**config.mk**
```make
export PLATFORM = sky130hd
export DESIGN_NAME = period_meter
export DESIGN_NICKNAME = d
export VERILOG_FILES = /design/src/rtl/period_meter.sv
export SDC_FILE = /design/constraint.sdc
export NUM_CORES = 1
export LEC_CHECK = 0
export ABC_AREA = 1
export CAP_MARGIN = 15
export CORE_ASPECT_RATIO = 0.5
export CORE_MARGIN = 8
export CORE_UTILIZATION = 35
export DETAILED_ROUTE_END_ITERATION = 12
export PLACE_DENSITY = 0.67
export RECOVER_POWER = 50
export SYNTH_ARGS = -nofsm -noshare
export SYNTH_HDL_FRONTEND = slang
export SYNTH_SLANG_ARGS = --single-unit
export TNS_END_PERCENT = 1
```
**constraint.sdc**
```tcl
create_clock -name clk -period 1.3 [get_ports clk]
set_input_delay 0.39 -clock clk [delete_from_list [all_inputs] [get_ports clk]]
set_output_delay 0.39 -clock clk [all_outputs]
set_load 0.01 [all_outputs]
```
**src/rtl/period_meter.sv**
```systemverilog
// rtl/period_meter.sv - measures rising-edge interval of a pulse stream as a divider top value
// Optional PERIOD_METER_MATCH_EN: publish only when two consecutive raw measurements agree.
module period_meter #(
  parameter int bits = 8
) (
  input  logic            n_reset,
  input  logic            clk,
  input  logic            clear,
  input  logic            in,
  output logic [bits-1:0] top,
  output logic            valid,
  output logic            locked,
  output logic            overflow
);

  typedef enum logic {IDLE = 1'b0, MEASURE = 1'b1} state_t;

  localparam logic [bits-1:0] CNT_MAX = {bits{1'b1}};
  localparam logic [bits-1:0] CNT_ONE = bits'(1);

  state_t          state_q;
  logic            s1_q, s2_q, d_q;
  logic [bits-1:0] cnt_q, cnt_d;
  logic [bits-1:0] top_q;
  logic            valid_q, locked_q, overflow_q;
  logic            rise;
`ifdef PERIOD_METER_MATCH_EN
  logic [bits-1:0] prev_q;
  logic            prev_ok_q;
`endif

  assign rise  = s2_q & ~d_q;
  assign cnt_d = cnt_q + CNT_ONE;

  assign top      = top_q;
  assign valid    = valid_q;
  assign locked   = locked_q;
  assign overflow = overflow_q;

  always_ff @(posedge clk or negedge n_reset) begin
    if (!n_reset) begin
      s1_q       <= 1'b0;
      s2_q       <= 1'b0;
      d_q        <= 1'b0;
      state_q    <= IDLE;
      cnt_q      <= '0;
      top_q      <= '0;
      valid_q    <= 1'b0;
      locked_q   <= 1'b0;
      overflow_q <= 1'b0;
`ifdef PERIOD_METER_MATCH_EN
      prev_q     <= '0;
      prev_ok_q  <= 1'b0;
`endif
    end else begin
      s1_q    <= in;
      s2_q    <= s1_q;
      d_q     <= s2_q;
      valid_q <= 1'b0;
      case (state_q)
        IDLE: begin
          cnt_q <= '0;
          // clear beats a coincident edge, so the edge cannot start a measurement
          if (clear) begin
            locked_q   <= 1'b0;
            overflow_q <= 1'b0;
`ifdef PERIOD_METER_MATCH_EN
            prev_ok_q  <= 1'b0;
`endif
          end else if (rise) begin
            state_q <= MEASURE;
          end
        end
        MEASURE: begin
          if (clear) begin
            state_q    <= IDLE;
            cnt_q      <= '0;
            locked_q   <= 1'b0;
            overflow_q <= 1'b0;
`ifdef PERIOD_METER_MATCH_EN
            prev_ok_q  <= 1'b0;
`endif
          end else if (rise) begin
            cnt_q      <= '0;
            overflow_q <= 1'b0;
`ifdef PERIOD_METER_MATCH_EN
            prev_q    <= cnt_q;
            prev_ok_q <= 1'b1;
            if (prev_ok_q && (prev_q == cnt_q)) begin
              top_q    <= cnt_q;
              valid_q  <= 1'b1;
              locked_q <= 1'b1;
            end else begin
              locked_q <= 1'b0;
            end
`else
            top_q    <= cnt_q;
            valid_q  <= 1'b1;
            locked_q <= 1'b1;
`endif
          end else if (cnt_q == CNT_MAX) begin
            // timeout is checked before the increment, so cnt never wraps
            state_q    <= IDLE;
            cnt_q      <= '0;
            overflow_q <= 1'b1;
            locked_q   <= 1'b0;
`ifdef PERIOD_METER_MATCH_EN
            prev_ok_q  <= 1'b0;
`endif
          end else begin
            cnt_q <= cnt_d;
          end
        end
        default: state_q <= IDLE;
      endcase
    end
  end

endmodule

```
Word-level counts from Yosys, hierarchy flattened
Cells that the tools add are included.

Bits in registers: 23. Word-level logic and storage cells: 39. Output and inout port bits: 11.

Reductions and logical operators: 2. Muxes and demuxes: 20. Equal/unequal tests: 3. Add/sub/neg operators: 1. Bitwise gates (word level): 4.

Operators with widths (number): $mux 8 (3); $pmux 8 s2 (1); $mux 1 (13); $add 8x1->8 const B (1); $eq 8x8->1 const B (1); $pmux 1 s2 (3); $ne 4x2->1 const B (1); $not 1->1 (3); $reduce_and 3->1 (1); $ne 2x2->1 const B (1); $reduce_and 2->1 (1); $and 1x1->1 (1).

Longest topological paths before layout
Depth after elaboration: 5. Mapped depth: 8. Mapped depth without buffers: 8.

Least setup slack after synthesis
OpenSTA, ideal clock, no wires.

Path type: register to register. Start point: register cnt_q[0]. End point: register locked_q, in the netlist locked. Library setup time: 118 ps. Arrival: 1026 ps. Path buffers: 0. Clock period less this slack: 1143 ps. Path slack: 157 ps. Cell stages (with the launch flop): 9. Cells stage by stage: dfrtp_1 -> ha_1 -> nand2_2 -> nor2_4 -> nand2_2 -> nand2_4 -> nand2_2 -> nand2_1 -> nand2_1.

Cells in the longest elaborated chain, start to end: 3.

RTL lines: start: declaration (RTL line 23) `logic [bits-1:0] cnt_q, cnt_d;`; start signal: assignment (RTL line 111) `cnt_q <= cnt_d;`; $eq 8x8->1 (RTL line 101) `end else if (cnt_q == CNT_MAX) begin`; $ne 4x2->1 (no line); $reduce_and 2->1 (no line); end signal: assignment (RTL line 78) `locked_q <= 1'b0;`; end signal: assignment (RTL line 99) `locked_q <= 1'b1;`; end signal: assignment (RTL line 106) `locked_q <= 1'b0;`; end: declaration (RTL line 25) `logic valid_q, locked_q, overflow_q;`.

No other way between the ends. A chain may end at the register's enable or synchronous reset.

Worst setup path in the final report
Start point: register valid_q, in the netlist valid. End point: output port valid.

RTL lines: start: declaration (RTL line 25); start signal: assignment (RTL line 48) `valid_q <= 1'b0;`; start signal: assignment (RTL line 59) `valid_q <= 1'b0;`; start signal: assignment (RTL line 98) `valid_q <= 1'b1;`; end: declaration (RTL line 11) `output logic valid,`.

No word-level cell between the ends.

==> impl_metrics.csv <==
group,metric,value,unit
synthesis,synth.distinct_cells,18,
timing,min_period,1240,ps
final_layout,antenna_cells,0,
synthesis,synth_flop_cell,"dfrtp_1",
synthesis,synth_warnings,0,
setup_path,slowest_stage,"dfrtp_1",
clocking,post_cts_buffers,0,
setup_path,start_kind,"flip-flop",
detailed_routing,via_count,701,
clocking,htreeDepth,1,
floorplanning,initial_utilization,0.378,
detailed_routing,drt_wl_total,1760,um
setup_path,reg2reg_from,"cnt_q[0]",
synthesis,synthArstFlopShare,1.00,
pwr,irDropWorstVdd,0.358,mV
setup_path,cp_top_family,"flip-flops",
timing,fin_tns_setup,0,ps
pwr,p_leak,0.623,nW
pwr,power.share.switching,0.224,
timing,clock.fmax,809,MHz
detailed_routing,drt_first_pass_iters,4,
final_layout,finalCoreUtilization,0.460,
pwr,internal_power,0.971,mW
global_route,grt_pass1_vias,721,
floorplanning,boundaryPins,15,
final_layout,fill_cells,239,
final_layout,nets,135,
pwr,clock_power_share,0.348,
global_route,antenna_found_initial,0,
clocking,cts_hold_buf,0,
setup_path,r2r_setup_slack,110,ps
min_path,worstHoldStart,"s1_q",
outcome,status,"finished, final reports clean",
floorplanning,coreArea,0.00265,mm^2
setup_path,timing.rr.end,"overflow",
detailed_routing,wire_per_inst,10.6,um
global_route,grt_remaining_overflow,0,
final_layout,regArea,576,um^2
setup_path,path_cells,"clkdlybuf4s15_1",
setup_path,arrival,850,ps
setup_path,worstSetupPathType,"flip-flop to output pin",
detailed_routing,postRouteAntennaNets,0,
detailed_routing,drcViolationCount,0,
global_route,grt_max_degree,24,
detailed_routing,drtIter0Drc,18,
clocking,cts_tree,"yes",
floorplanning,die_w,91.7,um
placement,portBuffers,14,
timing,hold_viol,0,
floorplanning,rows,13,
pwr,pwr-share-comb,0.062,
final_layout,multi_input_area,378,um^2
clocking,cts_inserted_buffers,3,
clocking,cts-root-buf,"clkbuf_8",
synthesis,avgSynthCellArea,9.28,um^2
placement,place_hpwl,1370,um
detailed_routing,vias_per_cell,4.22,
timing,drv_slew,0,
setup_path,slowest_delay,360,ps
final_layout,final_cell_mix,"nand2_1 (32), dfrtp_1 (23), inv_1 (13), nor2_1 (13), clkbuf_2 (11)",
synthesis,seq_area_frac_synth,0.574,
clocking,cts.path.max_buffers,2,
flow_run,maxCapViolations,0,
timing,skew,1.83,ps
setup_path,path_max_fanout,1,
setup_path,path_buf_inv,1,
setup_path,end_kind,"output pin",
min_path,hold_depth,0,
setup_path,required,910,ps
setup_path,rr_worst_depth,8,
global_route,grt_usage,0.0863,
min_path,whs_endpoint,"s2_q",
timing,rsz0062_at_grt,"true",
placement,gp_congestion,0.825,
timing,finalSetupViolations,0,
pwr,p_per_area,1030,mW/mm^2
synthesis,netlist_instances,108,
timing,setup_slack,63.7,ps
clocking,clkLatencyLatePin,260,ps
global_route,grt_pass1_wl,3310,um
synthesis,synth_fp_nets,113,
synthesis,synth_seq_cells,23,
clocking,clock_sinks,23,
pwr,seqPwrFrac,0.590,
timing,period_share,0.951,
final_layout,area_delta_synth_final,21.6,%
synthesis,syn_area,0.00100,mm^2
placement,dp_slack,-328,ps
clocking,clk_pin_slew,80,ps
floorplanning,fp.dieH,53.8,um
pwr,switchingPower,0.280,mW
floorplanning,die_area,0.00494,mm^2
min_path,hold_class,"flip-flop to flip-flop",
synthesis,synth_edf_count,0,
final_layout,final_common_cell,"nand2_1",
timing,worst_slew_pin_slew,553,ps
timing,relSlewSlack,0.631,
final_layout,drive_gt1_frac,0.264,
[synthesized netlist by cell type, types with 2 or more instances]
master,count,area [um^2]
nor2_1,12,45.0
nand2_1,32,120
o21ai_2,5,43.8
a21oi_1,2,10.0
nor2_2,2,12.5
o21ai_0,2,10.0
nor2_4,3,33.8
xor2_1,2,17.5
dfrtp_1,23,576
nand2_2,4,25.0
nand3_1,2,10.0
inv_1,13,48.8
[cell families after synthesis]
group                      synth area share
AOI/OAI and AO/OA                    0.0637
adders and majority gates            0.0125
DFF                                   0.574
buffers and inverters                0.0637
xor gates and xnor gates             0.0175
and+or+nand+nor                       0.268
[power groups by stage]
stage / clock, mW / sequential [mW] / combinational [mW]
2_1_floorplan: 0 / 0.753 / 0.0370
4_1_cts: 0.452 / 0.737 / 0.0907
6_report: 0.435 / 0.738 / 0.0774
5_1_grt: 0.488 / 0.740 / 0.0904
3_5_place_dp: 0 / 0.751 / 0.0916
3_3_place_gp: 0 / 0.750 / 0.0908
[how the worst max path moves through the flow]
stage	startpoint	endpoint	slack, ps	cells past startpoint
floorplan	cnt_q[0]	locked	160	8
global placement	clear	top[2]	-270	6
detailed placement	clear	top[1]	-330	6
CTS	overflow	overflow	3	1
global route	cnt_q[0]	overflow	-1	8
finish	valid	valid	60	1
[metrics by stage]
| step | power [mW] | hold slack (ps) | cell area (um^2) | cells |
|---|---|---|---|---|
| 2_1_floorplan | 0.790 | 94.4 | 1000 | 108 |
| 4_1_cts | 1.28 | 375 | 1270 | 166 |
| 6_report | 1.25 | 367 | 1220 | 166 |
| 3_5_place_dp | 0.843 | 340 | 1220 | 162 |
| 3_3_place_gp | 0.841 | 336 | 1220 | 162 |
| 5_1_grt | 1.32 | 382 | 1220 | 166 |
[sequential cells by signal, indices dropped and copies added (netlist names)]
| name | flops |
|---|---|
| overflow | 1 |
| top | 8 |
| cnt_q | 8 |
| s1_q | 1 |
| valid | 1 |
| s2_q | 1 |
| state_q | 1 |
| d_q | 1 |
| locked | 1 |
[final cells by class]
| type | instances | share of cell area |
|---|---|---|
| Timing Repair Buffer | 18 | 0.0986 |
| Multi-Input combinational cell | 70 | 0.310 |
| Sequential cell | 23 | 0.472 |
| Clock inverter | 1 | 0.00411 |
| Tap cell | 37 | 0.0380 |
| Inverter | 14 | 0.0431 |
| Clock buffer | 3 | 0.0339 |
[timing repair]
item                                    4_1_cts  5_1_grt
gates cloned                                  0        0
gates resized for setup                      22       14
endpoints found under the setup margin       14       19
pin swaps                                     0        1
[layer usage]
layer,wire [um],up-vias,track usage
met4,27,0,0.0483
met3,116,2,0.0319
met5,0,-,0
met2,811,15,0.150
met1,805,313,0.0934
li1,-,371,-
Note: power is estimated with default switching activity, not from simulation.
